--- src/rtl/seg7_scan_driver.sv ---
// -----------------------------------------------------------------------------
// seg7_scan_driver
//
// Four-digit multiplexed 7-segment display driver. A 16-bit hex value is
// double-buffered (shadow -> active) and time-multiplexed onto active-low
// anodes and segments. A blanking gap with every anode off separates the
// digits so that one digit's segment pattern never ghosts onto the next.
// This is the last stage before the board pins, so every output is a flop.
//
// Optional build macro:
//   SEG7_DP_EN  - adds a per-digit decimal point (dp_in / dp), buffered
//                 exactly like the hex data.
//
// Parameters:
//   PRESCALE_W    width of the per-digit on-time counter; a digit is lit for
//                 exactly 2**PRESCALE_W cycles
//   BLANK_CYCLES  cycles with all anodes off between digits (1..255)
//
// Ports:
//   clkin    in   1   scan clock (divided clock from the clock-management stage)
//   rst_n    in   1   asynchronous active-low reset
//   enable   in   1   1 = drive display, 0 = force all anodes/segments off
//   load     in   1   capture data_in into the shadow register this cycle
//   data_in  in  16   four hex nibbles, [3:0] is digit 0 (rightmost)
//   dp_in    in   4   decimal points per digit (SEG7_DP_EN only)
//   an       out  4   anode enables, active-low, one-hot-low while showing
//   seg      out  7   {g,f,e,d,c,b,a}, active-low
//   dp       out  1   decimal point, active-low (SEG7_DP_EN only)
//   frame    out  1   one-cycle pulse at each frame boundary
// -----------------------------------------------------------------------------
module seg7_scan_driver #(
   parameter int PRESCALE_W   = 10,
   parameter int BLANK_CYCLES = 4
) (
   input  logic        clkin,
   input  logic        rst_n,
   input  logic        enable,
   input  logic        load,
   input  logic [15:0] data_in,
`ifdef SEG7_DP_EN
   input  logic [3:0]  dp_in,
   output logic        dp,
`endif
   output logic [3:0]  an,
   output logic [6:0]  seg,
   output logic        frame
);

   typedef enum logic {
      ST_BLANK = 1'b0,
      ST_SHOW  = 1'b1
   } state_t;

   localparam logic [7:0]            BLANK_LAST = 8'(BLANK_CYCLES - 1);
   localparam logic [PRESCALE_W-1:0] PRE_LAST   = '1;
   localparam logic [PRESCALE_W-1:0] PRE_ONE    = 1;

   state_t                state_reg;
   logic [7:0]            blank_cnt_reg;
   logic [PRESCALE_W-1:0] pre_cnt_reg;
   logic [1:0]            idx_reg;
   logic [15:0]           shadow_reg;
   logic [15:0]           active_reg;
   logic [3:0]            an_reg;
   logic [6:0]            seg_reg;
   logic                  frame_reg;
`ifdef SEG7_DP_EN
   logic [3:0]            dp_shadow_reg;
   logic [3:0]            dp_active_reg;
   logic                  dp_reg;
`endif

   // Pattern for the digit currently selected by idx_reg; the FSM decides
   // whether it actually reaches the pins.
   logic [3:0] an_show_next;
   logic [6:0] seg_show_next;
   logic [3:0] nibble_next;

   generate
      for (genvar gi = 0; gi < 4; gi++) begin : g_anode
         assign an_show_next[gi] = (idx_reg != 2'(gi));
      end
   endgenerate

   always_comb begin
      nibble_next = active_reg[{idx_reg, 2'b00} +: 4];
      seg_show_next = 7'b1111111;
      case (nibble_next)
         4'h0: seg_show_next = 7'b1000000;
         4'h1: seg_show_next = 7'b1111001;
         4'h2: seg_show_next = 7'b0100100;
         4'h3: seg_show_next = 7'b0110000;
         4'h4: seg_show_next = 7'b0011001;
         4'h5: seg_show_next = 7'b0010010;
         4'h6: seg_show_next = 7'b0000010;
         4'h7: seg_show_next = 7'b1111000;
         4'h8: seg_show_next = 7'b0000000;
         4'h9: seg_show_next = 7'b0010000;
         4'hA: seg_show_next = 7'b0001000;
         4'hB: seg_show_next = 7'b0000011;
         4'hC: seg_show_next = 7'b1000110;
         4'hD: seg_show_next = 7'b0100001;
         4'hE: seg_show_next = 7'b0000110;
         4'hF: seg_show_next = 7'b0001110;
         default: seg_show_next = 7'b1111111;
      endcase
   end

   // Scan FSM. Outputs are registered alongside the state they belong to, so
   // an/seg always describe the state being entered on this edge.
   always_ff @(posedge clkin or negedge rst_n) begin
      if (!rst_n) begin
         state_reg     <= ST_BLANK;
         blank_cnt_reg <= '0;
         pre_cnt_reg   <= '0;
         idx_reg       <= 2'd0;
         shadow_reg    <= 16'h0000;
         active_reg    <= 16'h0000;
         an_reg        <= 4'b1111;
         seg_reg       <= 7'b1111111;
         frame_reg     <= 1'b0;
`ifdef SEG7_DP_EN
         dp_shadow_reg <= 4'b0000;
         dp_active_reg <= 4'b0000;
         dp_reg        <= 1'b1;
`endif
      end else begin
         frame_reg <= 1'b0;

         // Shadow capture is independent of the scan; at a frame boundary the
         // active register below still samples the pre-load shadow value.
         if (load) begin
            shadow_reg <= data_in;
`ifdef SEG7_DP_EN
            dp_shadow_reg <= dp_in;
`endif
         end

         case (state_reg)
            ST_BLANK: begin
               if (blank_cnt_reg == BLANK_LAST) begin
                  state_reg     <= ST_SHOW;
                  blank_cnt_reg <= '0;
                  pre_cnt_reg   <= '0;
                  an_reg        <= enable ? an_show_next  : 4'b1111;
                  seg_reg       <= enable ? seg_show_next : 7'b1111111;
`ifdef SEG7_DP_EN
                  dp_reg        <= enable ? ~dp_active_reg[idx_reg] : 1'b1;
`endif
               end else begin
                  blank_cnt_reg <= blank_cnt_reg + 8'd1;
                  an_reg        <= 4'b1111;
                  seg_reg       <= 7'b1111111;
`ifdef SEG7_DP_EN
                  dp_reg        <= 1'b1;
`endif
               end
            end

            ST_SHOW: begin
               if (pre_cnt_reg == PRE_LAST) begin
                  state_reg   <= ST_BLANK;
                  pre_cnt_reg <= '0;
                  idx_reg     <= idx_reg + 2'd1;
                  an_reg      <= 4'b1111;
                  seg_reg     <= 7'b1111111;
`ifdef SEG7_DP_EN
                  dp_reg      <= 1'b1;
`endif
                  // Last digit finished: frame boundary.
                  if (idx_reg == 2'd3) begin
                     frame_reg  <= 1'b1;
                     active_reg <= shadow_reg;
`ifdef SEG7_DP_EN
                     dp_active_reg <= dp_shadow_reg;
`endif
                  end
               end else begin
                  pre_cnt_reg <= pre_cnt_reg + PRE_ONE;
                  an_reg      <= enable ? an_show_next  : 4'b1111;
                  seg_reg     <= enable ? seg_show_next : 7'b1111111;
`ifdef SEG7_DP_EN
                  dp_reg      <= enable ? ~dp_active_reg[idx_reg] : 1'b1;
`endif
               end
            end

            default: begin
               state_reg <= ST_BLANK;
               an_reg    <= 4'b1111;
               seg_reg   <= 7'b1111111;
            end
         endcase
      end
   end

   assign an    = an_reg;
   assign seg   = seg_reg;
   assign frame = frame_reg;
`ifdef SEG7_DP_EN
   assign dp    = dp_reg;
`endif

endmodule

--- config.mk ---
export PLATFORM = sky130hd
export DESIGN_NAME = seg7_scan_driver
export DESIGN_NICKNAME = d
export VERILOG_FILES = /design/src/rtl/seg7_scan_driver.sv
export SDC_FILE = /design/constraint.sdc
export NUM_CORES = 1
export LEC_CHECK = 0
export CORE_ASPECT_RATIO = 1.75
export CORE_UTILIZATION = 45
export CTS_CLUSTER_DIAMETER = 120
export DETAILED_ROUTE_END_ITERATION = 8
export GPL_TIMING_DRIVEN = 0
export HOLD_SLACK_MARGIN = 0.03
export PLACE_DENSITY = 0.66
export SETUP_SLACK_MARGIN = 0.5
export SLEW_MARGIN = 40
export SYNTH_ARGS = -nofsm -noshare
export SYNTH_HDL_FRONTEND = slang
export SYNTH_SLANG_ARGS = --single-unit
--- constraint.sdc ---
create_clock -name clkin -period 4 [get_ports clkin]
set_clock_uncertainty 0.2 [all_clocks]
set_input_delay 1.2 -clock clkin [delete_from_list [all_inputs] [get_ports clkin]]
set_output_delay 1.2 -clock clkin [all_outputs]
set_load 0.02 [all_outputs]
==> run_results.csv, run 1 <==
group,metric,value,unit
synth,synth_cell_types,44,
sta,setup_viol,0,
synth,synthSimpleGateAreaFrac,0.0781,
synth,synth_top_family_by_area,"multiplexers",
floorplanning,die_area,7110,um2
sta,rsz0062_at_grt,"false",
worst_setup_path,path_depth,1,
cells_and_area,nFillCells,554,
floorplanning,pin_count,32,
power,power_density,414,nW/um2
power,peakVddDrop,331,uV
synth,synth_area,3050,um2
floorplanning,floorplan.initialDensity,0.466,
sta,timing.final.crit_share,0.707,
clock_tree,worstSkewPairLatency,0.33,ns
detailed_routing,drc,0,
worst_hold_path,hold_end,"blank_cnt_reg[7]$_DFFE_PN0N_",
sta,hold_ws,0.292,ns
grt,antenna_found_initial,0,
detailed_routing,wirelength,5.18,mm
synth,synth_top_area_share,0.444,
synth,seq_area_frac_synth,0.539,
place,place.port_buffers,30,
sta,finalHoldViolations,0,
worst_setup_path,r2r-end,"active_reg[7]$_DFFE_PN0P_",
synth,synthXorXnorAreaFrac,0.0316,
place,dp_hpwl,3.67,mm
worst_setup_path,cp_slowest_stage_delay,0.59,ns
cells_and_area,fin_util,0.579,
worst_setup_path,crit_slowest_cell,"clkdlybuf4s50_1",
synth,synth_fa_ha_area_frac,0.0493,
detailed_routing,maxUsedRoutingLayer,"met4",
worst_setup_path,crit_type,"flip-flop to primary output",
detailed_routing,wl_met2,2.73,mm
floorplanning,die_h,111,um
power,leakage,1.67,nW
worst_setup_path,cp-start-kind,"flip-flop",
grt,track_usage,0.178,
sta,fin_crit,2.83,ns
floorplanning,core-area,6540,um2
synth,yosys.area.top_type,"dfrtp_1",
worst_setup_path,cp_max_fo,1,
worst_setup_path,path_buf_inv,1,
synth,syn_inst,226,
cells_and_area,area_growth_syn_to_layout,24.4,%
synth,synth_edf_count,0,
power,p_total,1.57,mW
clock_tree,tritoncts,"built",
worst_setup_path,rr_startpoint,"pre_cnt_reg[0]$_DFFE_PN0P_",
status,status,"finished clean",
worst_setup_path,crit_family,"buffers and inverters",
clock_tree,clock_path_buffers,2,
synth,synthesis.nets,258,
worst_setup_path,ff2ff_path_depth,7,
grt,grt_pass1_wl,9.37,mm
flow_run,drv_cap,0,
cells_and_area,fin_cells,354,
synth,synth.area.mux_share,0.187,
detailed_routing,drtIter0Drc,70,
worst_hold_path,min_from,"blank_cnt_reg[7]$_DFFE_PN0N_",
clock_tree,cts_sinks,65,
detailed_routing,wl_met1,2.18,mm
grt,grt_max_degree,45,
synth,syn_avg_cell_area,13.5,um2
synth,yosysWarnings,0,
clock_tree,cts_buffers,9,
cells_and_area,layout-drive-gt1-share,0.294,
sta,max_freq,0.354,GHz
detailed_routing,dr.pass1.iters,4,
cells_and_area,nets,300,
detailed_routing,vias_per_cell,5.26,
grt,gr-total-overflow,0,
detailed_routing,ant_nets,0,
synth,synth-compound-area-share,0.0842,
detailed_routing,dr_total_vias,1863,
sta,slew_headroom,0.633,
worst_hold_path,hold_path_class,"flip-flop to flip-flop",
cells_and_area,antenna_cells,0,
detailed_routing,wl_per_cell,14.6,um
sta,worstMarginPinSlew,0.549,ns
worst_setup_path,required,2.60,ns
clock_tree,cts_root_buffer,"clkbuf_16",
floorplanning,fp.dieW,64.2,um
cells_and_area,final_cell_mix,"dfrtp_1, clkdlybuf4s50_1, mux2_2, nand2_1, ha_1",
floorplanning,row_count,39,
clock_tree,post_cts_resized,0,
cells_and_area,seqCellArea,1640,um2
clock_tree,clk_pin_slew,0.05,ns
synth,ys_ff_latch,65,
sta,finalMaxSlewViolations,0,
place,place_inst,339,
worst_setup_path,ff2ff_setup_slack,1.61,ns
worst_setup_path,path_cells,"clkdlybuf4s50_1",
cells_and_area,final_common_cell,"dfrtp_1",
clock_tree,holdBufCountCts,0,
worst_hold_path,holdPathStages,1,
synth,async_flop_share,1.00,
grt,grt_pass1_vias,1921,
clock_tree,cts_setup_buffers,0,
place,place_congestion,0.810,
detailed_routing,met3_length,166,um
worst_setup_path,cp-end-kind,"primary output",
cells_and_area,multi_input_area,1320,um2
synth,synthTopCellsByArea,"dfrtp_1, mux2_2, dfstp_2, ha_1, mux2_4",
clock_tree,ctsHtreeMaxLevel,3,
synth,synth_top_flop_cell,"dfrtp_1",
worst_setup_path,cp.arrival,1.43,ns
## final cells by class
| class | count | area share |
|---|---|---|
| Inverter | 8 | 0.00793 |
| Multi-Input combinational cell | 144 | 0.348 |
| Timing Repair Buffer | 31 | 0.0839 |
| Clock inverter | 2 | 0.00925 |
| Buffer | 9 | 0.0168 |
| Clock buffer | 13 | 0.0740 |
| Sequential cell | 65 | 0.433 |
| Tap cell | 82 | 0.0271 |
## routing by layer
layer  up-vias  GRT usage
li1        902          -
met1       913      0.213
met2        39      0.282
met3         9     0.0504
met4         0      0.104
met5         -          0
## synth_stat cells, drive strengths merged (2+ instances only)
cell type,number
and3,3
dfstp,11
inv,8
nor4,3
a21oi,5
o221ai,2
nand3,6
clkbuf,4
xnor2,5
dfrtp,54
nand4,3
ha,12
nand2b,3
mux2,35
a22o,4
mux2i,3
a31o,2
o211ai,4
a31oi,5
buf,5
o21ai,7
nand2,14
xor2,6
nor2,5
mux4,5
## report_power, final
group          switching (mW)  internal [mW]
clock network           0.265          0.545
registers             0.00877          0.681
logic                  0.0291         0.0399
total                   0.303           1.27
## worst max-delay path by stage
stage,start,end,slack (ns)
after CTS,seg[5]$_DFF_PN1_,seg[5],1.15
after detailed placement,load,shadow_reg[10]$_DFFE_PN0P_,1.26
after global routing,an[1]$_DFF_PN1_,an[1],1.14
after global placement,rst_n,active_reg[14]$_DFFE_PN0P_,-0.55
final,seg[5]$_DFF_PN1_,seg[5],1.17
after floorplan,load,shadow_reg[10]$_DFFE_PN0P_,1.51
## stage by stage
step | instance area (um2) | setup WS [ns] | TNS [ns]
4_1_cts | 3790 | 1.15 | 0
2_1_floorplan | 3050 | 1.51 | 0
3_3_place_gp | 3450 | -0.553 | -29.55
6_report | 3790 | 1.17 | 0
3_5_place_dp | 3470 | 1.26 | 0
5_1_grt | 3790 | 1.14 | 0
## logic make-up (layout without fill, tap and decap cells)
| group | count (synthesis) | after routing |
|---|---|---|
| flops | 65 | 65 |
| simple gates | 41 | 41 |
| fa+ha+maj | 12 | 12 |
| xor+xnor | 11 | 11 |
| buf+inv | 17 | 63 |
| compound gates | 37 | 37 |
| mux | 43 | 43 |
No activity file was read; power rests on OpenSTA's default activity.
==> run 2, diff against run 1 <==
--- a/config.mk
+++ b/config.mk
@@ -11,7 +11,7 @@
 export DETAILED_ROUTE_END_ITERATION = 8
 export GPL_TIMING_DRIVEN = 0
 export HOLD_SLACK_MARGIN = 0.03
-export PLACE_DENSITY = 0.66
+export PLACE_DENSITY = 0.68
 export SETUP_SLACK_MARGIN = 0.5
 export SLEW_MARGIN = 40
 export SYNTH_ARGS = -nofsm -noshare
==> constraint.sdc (replaced) <==
create_clock -name clkin -period 2.3 [get_ports clkin]
set_clock_uncertainty 0.2 [all_clocks]
set_input_delay 0.69 -clock clkin [delete_from_list [all_inputs] [get_ports clkin]]
set_output_delay 0.69 -clock clkin [all_outputs]
set_load 0.02 [all_outputs]
==> run 2 against run 1 <==
Against the previous run:
- die area stayed put
- first-iteration DRC count increased by 66%
- global-route usage rose by 2.7 points
- critical path type is now flip-flop to flip-flop
- routed wire length rose by 25%
- clock power is 53% higher
- setup slack worse by 0.96 ns
- clock-buffer cell count shrank 2
- largest power group unchanged
- non-clock buffer count increased by 43
- sequential power rose by 74%
- flip-flop and latch count did not move
==> run_results.csv, run 2 (synthesis results as in run 1) <==
group,metric,value,unit
flow_run,drv_cap,0,
floorplanning,die_h,111,um
power,leakage,1.98,nW
detailed_routing,dr_total_vias,2085,
grt,track_usage,0.205,
grt,gr-total-overflow,0,
floorplanning,fp.dieW,64.2,um
power,power_density,584,nW/um2
grt,grt_pass1_vias,2224,
cells_and_area,nets,343,
cells_and_area,fin_cells,396,
place,pre_cts_slack,0.131,ns
detailed_routing,met3_length,201,um
floorplanning,core-area,6540,um2
floorplanning,floorplan.initialDensity,0.466,
place,dp_hpwl,3.77,mm
cells_and_area,area_growth_syn_to_layout,44.3,%
worst_setup_path,cp-start-kind,"flip-flop",
worst_setup_path,ff2ff_path_depth,6,
sta,fin_crit,2.08,ns
clock_tree,cts_buffers,9,
worst_setup_path,required,2.34,ns
cells_and_area,antenna_cells,0,
detailed_routing,wl_met2,3.59,mm
detailed_routing,maxUsedRoutingLayer,"met4",
floorplanning,pin_count,32,
place,place_inst,339,
grt,grt_pass1_wl,10.8,mm
grt,grt_max_degree,43,
sta,slew_headroom,0.661,
cells_and_area,layout-drive-gt1-share,0.519,
sta,finalMaxSlewViolations,0,
sta,worst_slack,0.217,ns
sta,hold_ws,0.0550,ns
detailed_routing,wl_per_cell,16.4,um
sta,timing.final.crit_share,0.906,
status,status,"finished clean",
clock_tree,tritoncts,"built",
worst_setup_path,cp.arrival,2.13,ns
floorplanning,die_area,7110,um2
sta,max_freq,0.480,GHz
cells_and_area,final_cell_mix,"dfrtp_1, buf_4, buf_6, mux2_2, clkdlybuf4s50_1",
place,place_congestion,0.749,
worst_setup_path,rr_startpoint,"idx_reg[0]$_DFFE_PN0P_",
clock_tree,clk_pin_slew,0.05,ns
worst_hold_path,hold_path_class,"input port to async pin",
clock_tree,cts_root_buffer,"clkbuf_16",
clock_tree,clock_path_buffers,2,
clock_tree,holdBufCountCts,0,
cells_and_area,multi_input_area,1510,um2
worst_setup_path,r2r-end,"seg[6]$_DFF_PN1_",
place,dpl_cell_area,3560,um2
sta,setup_viol,0,
sta,worstMarginPinSlew,0.508,ns
detailed_routing,drc,0,
detailed_routing,dr.pass1.iters,4,
cells_and_area,nFillCells,474,
detailed_routing,ant_nets,0,
worst_setup_path,crit_type,"flip-flop to flip-flop",
detailed_routing,vias_per_cell,5.27,
grt,antenna_found_initial,0,
worst_setup_path,ff2ff_setup_slack,0.22,ns
cells_and_area,seqCellArea,1650,um2
detailed_routing,wl_met1,2.55,mm
power,peakVddDrop,735,uV
cells_and_area,final_common_cell,"dfrtp_1",
detailed_routing,drtIter0Drc,116,
worst_setup_path,cp-end-kind,"flip-flop",
clock_tree,worstSkewPairLatency,0.33,ns
sta,finalHoldViolations,0,
worst_setup_path,cp_max_fo,5,
clock_tree,cts_sinks,65,
floorplanning,row_count,39,
place,place.port_buffers,30,
detailed_routing,wirelength,6.49,mm
cells_and_area,postLayoutCellArea,4390,um2
sta,rsz0062_at_grt,"true",
clock_tree,ctsHtreeMaxLevel,3,
-- run 2: cell types whose count changed in the layout (fill, tap and decap cells not counted), sizes merged --
cell	change
buf	+56
bufinv	-1
clkbuf	-3
clkdlybuf4s50	-12
clkinv	+1
clkinvlp	+1
-- run 2: what timing repair did --
item / CTS / global route
pin swaps: 11 / 13
endpoints found under the setup margin: 43 / 45
cloned: 3 / 1
resized for setup: 85 / 31
setup buffers: 25 / 14
-- run 2: critical path, cell delays in order (launching register included) --
cell and delay [ns]:
dfrtp_1 0.37, buf_6 0.13, mux4_2 0.61, ha_2 0.25, mux2_2 0.27, nand2_1 0.08
o211ai_1 0.09
-- run 2: cell type report --
type	count	area share
buffer	9	0.0219
clock buffer	11	0.0575
clock inverter	3	0.00399
inverter	8	0.00797
multi-input combinational	144	0.344
sequential	65	0.375
tap	82	0.0233
timing repair buffer	74	0.167
-- run 2: per-stage QoR --
step                power, mW  utilization  setup TNS (ns)
floorplan                1.27            -               0
CTS                      2.59        0.641               0
finish                   2.57        0.672               0
global placement         1.34        0.542         -109.61
global route             2.66        0.672               0
detailed placement       1.35        0.545               0
-- run 2: metal layers --
| metal | global-route usage | up-vias |
|---|---|---|
| li1 | - | 994 |
| met1 | 0.231 | 1041 |
| met2 | 0.347 | 40 |
| met5 | 0 | - |
| met3 | 0.0525 | 10 |
| met4 | 0.110 | 0 |
-- run 2: power by group --
| group | leakage, nW | internal (mW) | switching, mW |
|---|---|---|---|
| clock | 0.133 | 0.770 | 0.465 |
| sequential | 0.802 | 1.19 | 0.0181 |
| combinational | 1.04 | 0.0767 | 0.0530 |
| total | 1.98 | 2.03 | 0.537 |
-- run 2: worst max-delay path by stage --
stage / startpoint / endpoint / slack (ns) / cells past startpoint
detailed placement: pre_cnt_reg[5]$_DFFE_PN0P_ / active_reg[15]$_DFFE_PN0P_ / 0.13 / 6
finish: idx_reg[0]$_DFFE_PN0P_ / seg[6]$_DFF_PN1_ / 0.22 / 6
floorplan: pre_cnt_reg[1]$_DFFE_PN0P_ / active_reg[10]$_DFFE_PN0P_ / 0.32 / 7
global route: idx_reg[0]$_DFFE_PN0P_ / seg[1]$_DFF_PN1_ / 0.13 / 8
CTS: idx_reg[0]$_DFFE_PN0P_ / seg[1]$_DFF_PN1_ / 0.24 / 8
global placement: rst_n / shadow_reg[4]$_DFFE_PN0P_ / -1.82 / 1
